$ cat src/rtl/blinky_pkg.sv
// ============================================================================
// Module : blinky_pkg
// Shared colour-bit positions and palette size for the blinky demo.
// Rev    : 1.0
// ============================================================================
`default_nettype none

package blinky_pkg;

    localparam int RED_BIT     = 0;
    localparam int GREEN_BIT   = 1;
    localparam int BLUE_BIT    = 2;
    localparam int NUM_COLOURS = 8;

endpackage

`default_nettype wire

$ cat src/rtl/blinky_prescaler.sv
// ============================================================================
// Module : blinky_prescaler
// Free-running wrap-around counter with a terminal-count tick.
// Rev    : 1.0
// ============================================================================
`default_nettype none

module blinky_prescaler #(
    parameter int WIDTH = 4
) (
    input  logic             clk,
    input  logic             reset,
    output logic             tick,
    output logic [WIDTH-1:0] count
);

    always_ff @(posedge clk) begin
        if (!reset) begin
            count <= '0;
        end else begin
            count <= count + 1'b1;
        end
    end

    // Tick is high while the count sits at all-ones, so the consumer
    // advances on the same edge that the counter wraps back to zero.
    assign tick = (count == '1);

endmodule

`default_nettype wire

$ cat src/rtl/blinky_rgb.sv
// ============================================================================
// Module : blinky_rgb
// Steps through the eight RGB combinations with PWM brightness scaling.
// Rev    : 1.0
// ============================================================================
`default_nettype none

module blinky_rgb
    import blinky_pkg::*;
#(
    parameter int DIV_WIDTH = 4,
    parameter int PWM_WIDTH = 2,
    parameter int DUTY      = 4
) (
    input  logic clk,
    input  logic reset,
    output logic led_blue,
    output logic led_green,
    output logic led_red
);

    localparam int                   IDX_WIDTH = $clog2(NUM_COLOURS);
    localparam logic [PWM_WIDTH:0]   DUTY_CMP  = (PWM_WIDTH + 1)'(DUTY);

    logic                 step_tick;
    logic [DIV_WIDTH-1:0] div_count;
    logic                 pwm_tick;
    logic [PWM_WIDTH-1:0] pwm_count;
    logic [IDX_WIDTH-1:0] idx;
    logic                 pwm_on;
    logic                 unused_bits;

    blinky_prescaler #(
        .WIDTH (DIV_WIDTH)
    ) u_step_div (
        .clk   (clk),
        .reset (reset),
        .tick  (step_tick),
        .count (div_count)
    );

    blinky_prescaler #(
        .WIDTH (PWM_WIDTH)
    ) u_pwm_cnt (
        .clk   (clk),
        .reset (reset),
        .tick  (pwm_tick),
        .count (pwm_count)
    );

    assign unused_bits = ^{div_count, pwm_tick};

    always_ff @(posedge clk) begin
        if (!reset) begin
            idx <= '0;
        end else if (step_tick) begin
            idx <= idx + 1'b1;
        end
    end

    // Extra compare bit lets DUTY equal the full period (always on).
    assign pwm_on = ({1'b0, pwm_count} < DUTY_CMP);

    always_ff @(posedge clk) begin
        if (!reset) begin
            led_red   <= 1'b0;
            led_green <= 1'b0;
            led_blue  <= 1'b0;
        end else begin
            led_red   <= idx[RED_BIT]   & pwm_on;
            led_green <= idx[GREEN_BIT] & pwm_on;
            led_blue  <= idx[BLUE_BIT]  & pwm_on;
        end
    end

endmodule

`default_nettype wire

$ cat config.mk
export PLATFORM = sky130hd
export DESIGN_NAME = blinky_rgb
export DESIGN_NICKNAME = d
export VERILOG_FILES = /design/src/rtl/blinky_pkg.sv /design/src/rtl/blinky_prescaler.sv /design/src/rtl/blinky_rgb.sv
export SDC_FILE = /design/constraint.sdc
export NUM_CORES = 1
export LEC_CHECK = 0
export BUFFER_PORTS_ARGS = -buffer_cell sky130_fd_sc_hd__buf_4
export CAP_MARGIN = 5
export CORE_AREA = 4 4 41 43
export DETAILED_ROUTE_END_ITERATION = 16
export DIE_AREA = 0 0 45 47
export PLACE_DENSITY = 0.48
export SLEW_MARGIN = 5
export SYNTH_ARGS = -nofsm -noshare
export SYNTH_HDL_FRONTEND = slang
export SYNTH_HIERARCHICAL = 1
export SYNTH_SLANG_ARGS = --single-unit
$ cat constraint.sdc
create_clock -name clk -period 1.3 [get_ports clk]
set_input_delay 0.065 -clock clk [delete_from_list [all_inputs] [get_ports clk]]
set_output_delay 0.065 -clock clk [all_outputs]
set_load 0.01 [all_outputs]
### Word level (Yosys, flattened, before mapping)

Index checks and enable logic that the tools add are counted.

* flip-flop bits (word level): 10
* output and inout port bits: 3

* add/sub/neg operators: 2
* equal/unequal tests: 1

Operator list (number)
* $add A4 B1 Y4 const B: 1
* $eq A4 B4 Y1 const B: 1
* $add A3 B1 Y3 const B: 1

### Longest topological paths before layout

* depth after elaboration: 1
* gate-level depth with buffers: 4
* mapped depth without buffers: 4

### By module

Netlist, hierarchy kept.

Modules (own cells, without submodules)
* blinky_rgb: times used 1, cells an instance 17, area an instance 212.7 um^2, sequential area each 120.1 um^2
* blinky_prescaler: times used 1, cells an instance 14, area an instance 152.6 um^2, sequential area each 80.1 um^2

### Worst setup path after synthesis

No wires, ideal clock.

* path kind: reg-to-reg
* start point: register u_step_div.count[0]
* end point: register idx[2]
* library setup time: 121 ps
* data arrival time: 1075 ps
* path slack: 103 ps
* cell stages (with the launch flop): 5
* clock period less this slack: 1197 ps
* cells stage by stage: dfxtp_1 -> ha_1 -> and3_2 -> nand2_2 -> mux2_4

* word-level cells in the longest chain between the ends: 1

Ends and longest elaborated chain
* start: declaration: RTL line blinky_prescaler.sv:14 `output logic [WIDTH-1:0] count`
* start signal: assignment: RTL line blinky_prescaler.sv:21 `count <= count + 1'b1;`
* $eq A4 B4 Y1: RTL line blinky_prescaler.sv:27 `assign tick = (count == '1);`
* net step_tick: RTL line blinky_rgb.sv:25 `logic step_tick;`
* end signal: assignment: RTL line blinky_rgb.sv:57 `idx <= idx + 1'b1;`
* end: declaration: RTL line blinky_rgb.sv:29 `logic [IDX_WIDTH-1:0] idx;`

The timed path passes the listed nets, and every way through them passes these cells.
A chain may end at the register's enable or synchronous reset.

### Final worst setup path

Same ends and word-level chain as after synthesis.

==> flow_summary.ini <==
[route]
via_count = 225
ant_nets = 0
drc = 0
viasPerCell = 4.25
wl_um = 469
wire_per_inst_um = 8.85
firstDrtPassIters = 3
drt_iter0_markers = 1

[logic_synthesis]
synth_nets = 35
yosys.cell_types.count = 13
synth.yosys.seq_area_share_pct = 54.8
synthCells = 31
syn_area_um2 = 365
ys_ff_latch = 10
syn_area_per_cell_um2 = 11.8
ys_warn_count = 6

[global_route]
grt_remaining_overflow = 0
met1_usage_pct = 5.30
grt_pass1_wl_um = 772
grt_pass1_vias = 209
grt_max_degree = 12
grt_use_total_pct = 5.48
antenna_found_initial = 0
grt.busiest_layer = met2
grtUsageMet3_pct = 3.83
use_met2_pct = 8.47

[pwr]
p_int_mw = 0.431
p_clk_share_pct = 36.8
switchingPower_mw = 0.105
p_per_area_nw_per_um2 = 1230
combPwrFrac_pct = 3.5
sw_frac_of_total_pct = 19.6
leakagePower_nw = 0.212
p_seq_share_pct = 59.7
peakVddDrop_mv = 0.461
p_total_mw = 0.536

[sta]
slew_headroom_pct = 92.2
fmax_mhz = 802
clock_skew_ns = 0.000842
setup_tns_ns = 0
final.setup.worst_slack_ns = 0.0535
finalCritPeriodShare_pct = 95.9
tightest_slew_ns = 0.114
drv_slew = 0
finalSetupViolCount = 0
period_minus_slack_ns = 1.25
hold_viol_final = 0
rsz0062_at_grt = false
hold-worst-slack_ns = 0.0936

[cts]
cts.repair.resized = 0
post-cts-setup-buffers = 0
max-clock-path-buffers = 2
cts_tree = yes
clkSlewWorstSetupHoldPaths_ns = 0.06
clock_latency_ns = 0.25
cts_root_buffer = clkbuf_4
cts_hold_repair.buffers = 0
cts_sinks = 10
numCtsBuffers = 3
htreeDepth = 1

[cells_and_area]
multi_input_area_um2 = 165
fin_nets = 44
regArea_um2 = 200
final_core_utilization_pct = 33.6
syn_to_final_growth_pct = 19.5
num-fill-cells = 145
final_area_um2 = 437
fin_cells = 53
drive_gt1_share_pct = 28.9
antenna_cells = 0

[run_status]
run_status = complete, no violations

[die]
dieHeight_um = 47
fp.dieW_um = 45
rows = 13
core_um2 = 1300
die-area_um2 = 2120
start_util_pct = 28.1
io_pins = 5

[critical_path]
required_ns = 1.44
crit_arrival_ns = 1.39
path_max_fanout = 3
path_class = flop to flop
endpoint_kind = flop
cp-start-kind = flop

[placed_design]
place.gp.congestion = 0.660
hpwl_um = 371
dp_slack_ns = 0.0580
io_buffers = 4
place_inst = 50
placed_cell_area_um2 = 414

[min_path]
hold_class = input pin to flop

[job]
max_cap_viol_count = 0
[power by group through the flow]
stage / registers [mW] / logic, mW / clock network [mW]
finish: 0.320 / 0.0187 / 0.197
global route: 0.321 / 0.0225 / 0.219
CTS: 0.320 / 0.0195 / 0.205
detailed placement: 0.326 / 0.0194 / 0
global placement: 0.326 / 0.0182 / 0
floorplan: 0.325 / 0.0118 / 0
[registers in the layout, indices dropped and copies added, names as in the netlist]
signal            count
u_step_div/count      4
idx                   3
led_blue              1
led_green             1
led_red               1
[placed cells by master, fill, tap and decap left out]
master and n:
ha_1 2, nand2_1 1, and2_4 1, and3_2 1, clkbuf_4 3, dfxtp_1 10, nand2b_1 1, mux2_4 1
buf_4 4, nor2b_1 3, nand2_2 1, mux2i_1 2, nand3_1 1, and2_1 5, xor2_1 2
[layer usage]
metal,routed length [um],share of wire [%]
met4,0,0
met1,198,42
met2,221,47
met3,48,10
met5,0,0
[worst paths after layout]
| path | startpoint | to | slack (ns) | cells past startpoint |
|---|---|---|---|---|
| worst max-delay path | u_step_div/count[0] | idx[2] | 0.05 | 4 |
| worst min-delay path | reset | u_step_div/count[2] | 0.09 | 2 |
| worst max register to register | u_step_div/count[0] | idx[2] | 0.05 | 4 |
| worst min register to register | u_step_div/count[0] | u_step_div/count[0] | 0.45 | 1 |
[logic make-up (layout without fill, tap and decap cells)]
| logic type | count (synthesis) | count (layout) | synth area share [%] |
|---|---|---|---|
| buffers and inverters | 0 | 7 | 0 |
| muxes | 3 | 3 | 9.59 |
| adders and majority gates | 2 | 2 | 6.85 |
| and+or+nand+nor | 14 | 14 | 24.0 |
| xor gates and xnor gates | 2 | 2 | 4.80 |
| DFF | 10 | 10 | 54.8 |
[cells in the mapped netlist]
master,count,area share [%]
ha_1,2,6.8
nor2b_1,3,5.1
and2_1,5,8.6
mux2_4,1,4.1
nand2_2,1,1.7
mux2i_1,2,5.5
nand2b_1,1,1.7
nand2_1,1,1.0
xor2_1,2,4.8
nand3_1,1,1.4
dfxtp_1,10,55
and3_2,1,2.1
and2_4,1,2.4
[cell type report]
type	instances	share of cell area (%)
tap	15	4.30
timing repair buffer	4	6.88
multi-input combinational	21	37.8
clock buffer	3	5.16
sequential	10	45.8
[critical path, cell delays in order (launching register included)]
cell,delay (ns)
dfxtp_1,0.33
ha_1,0.22
and3_2,0.24
nand2_2,0.07
mux2_4,0.28
Power figures use the tool's default switching activity.
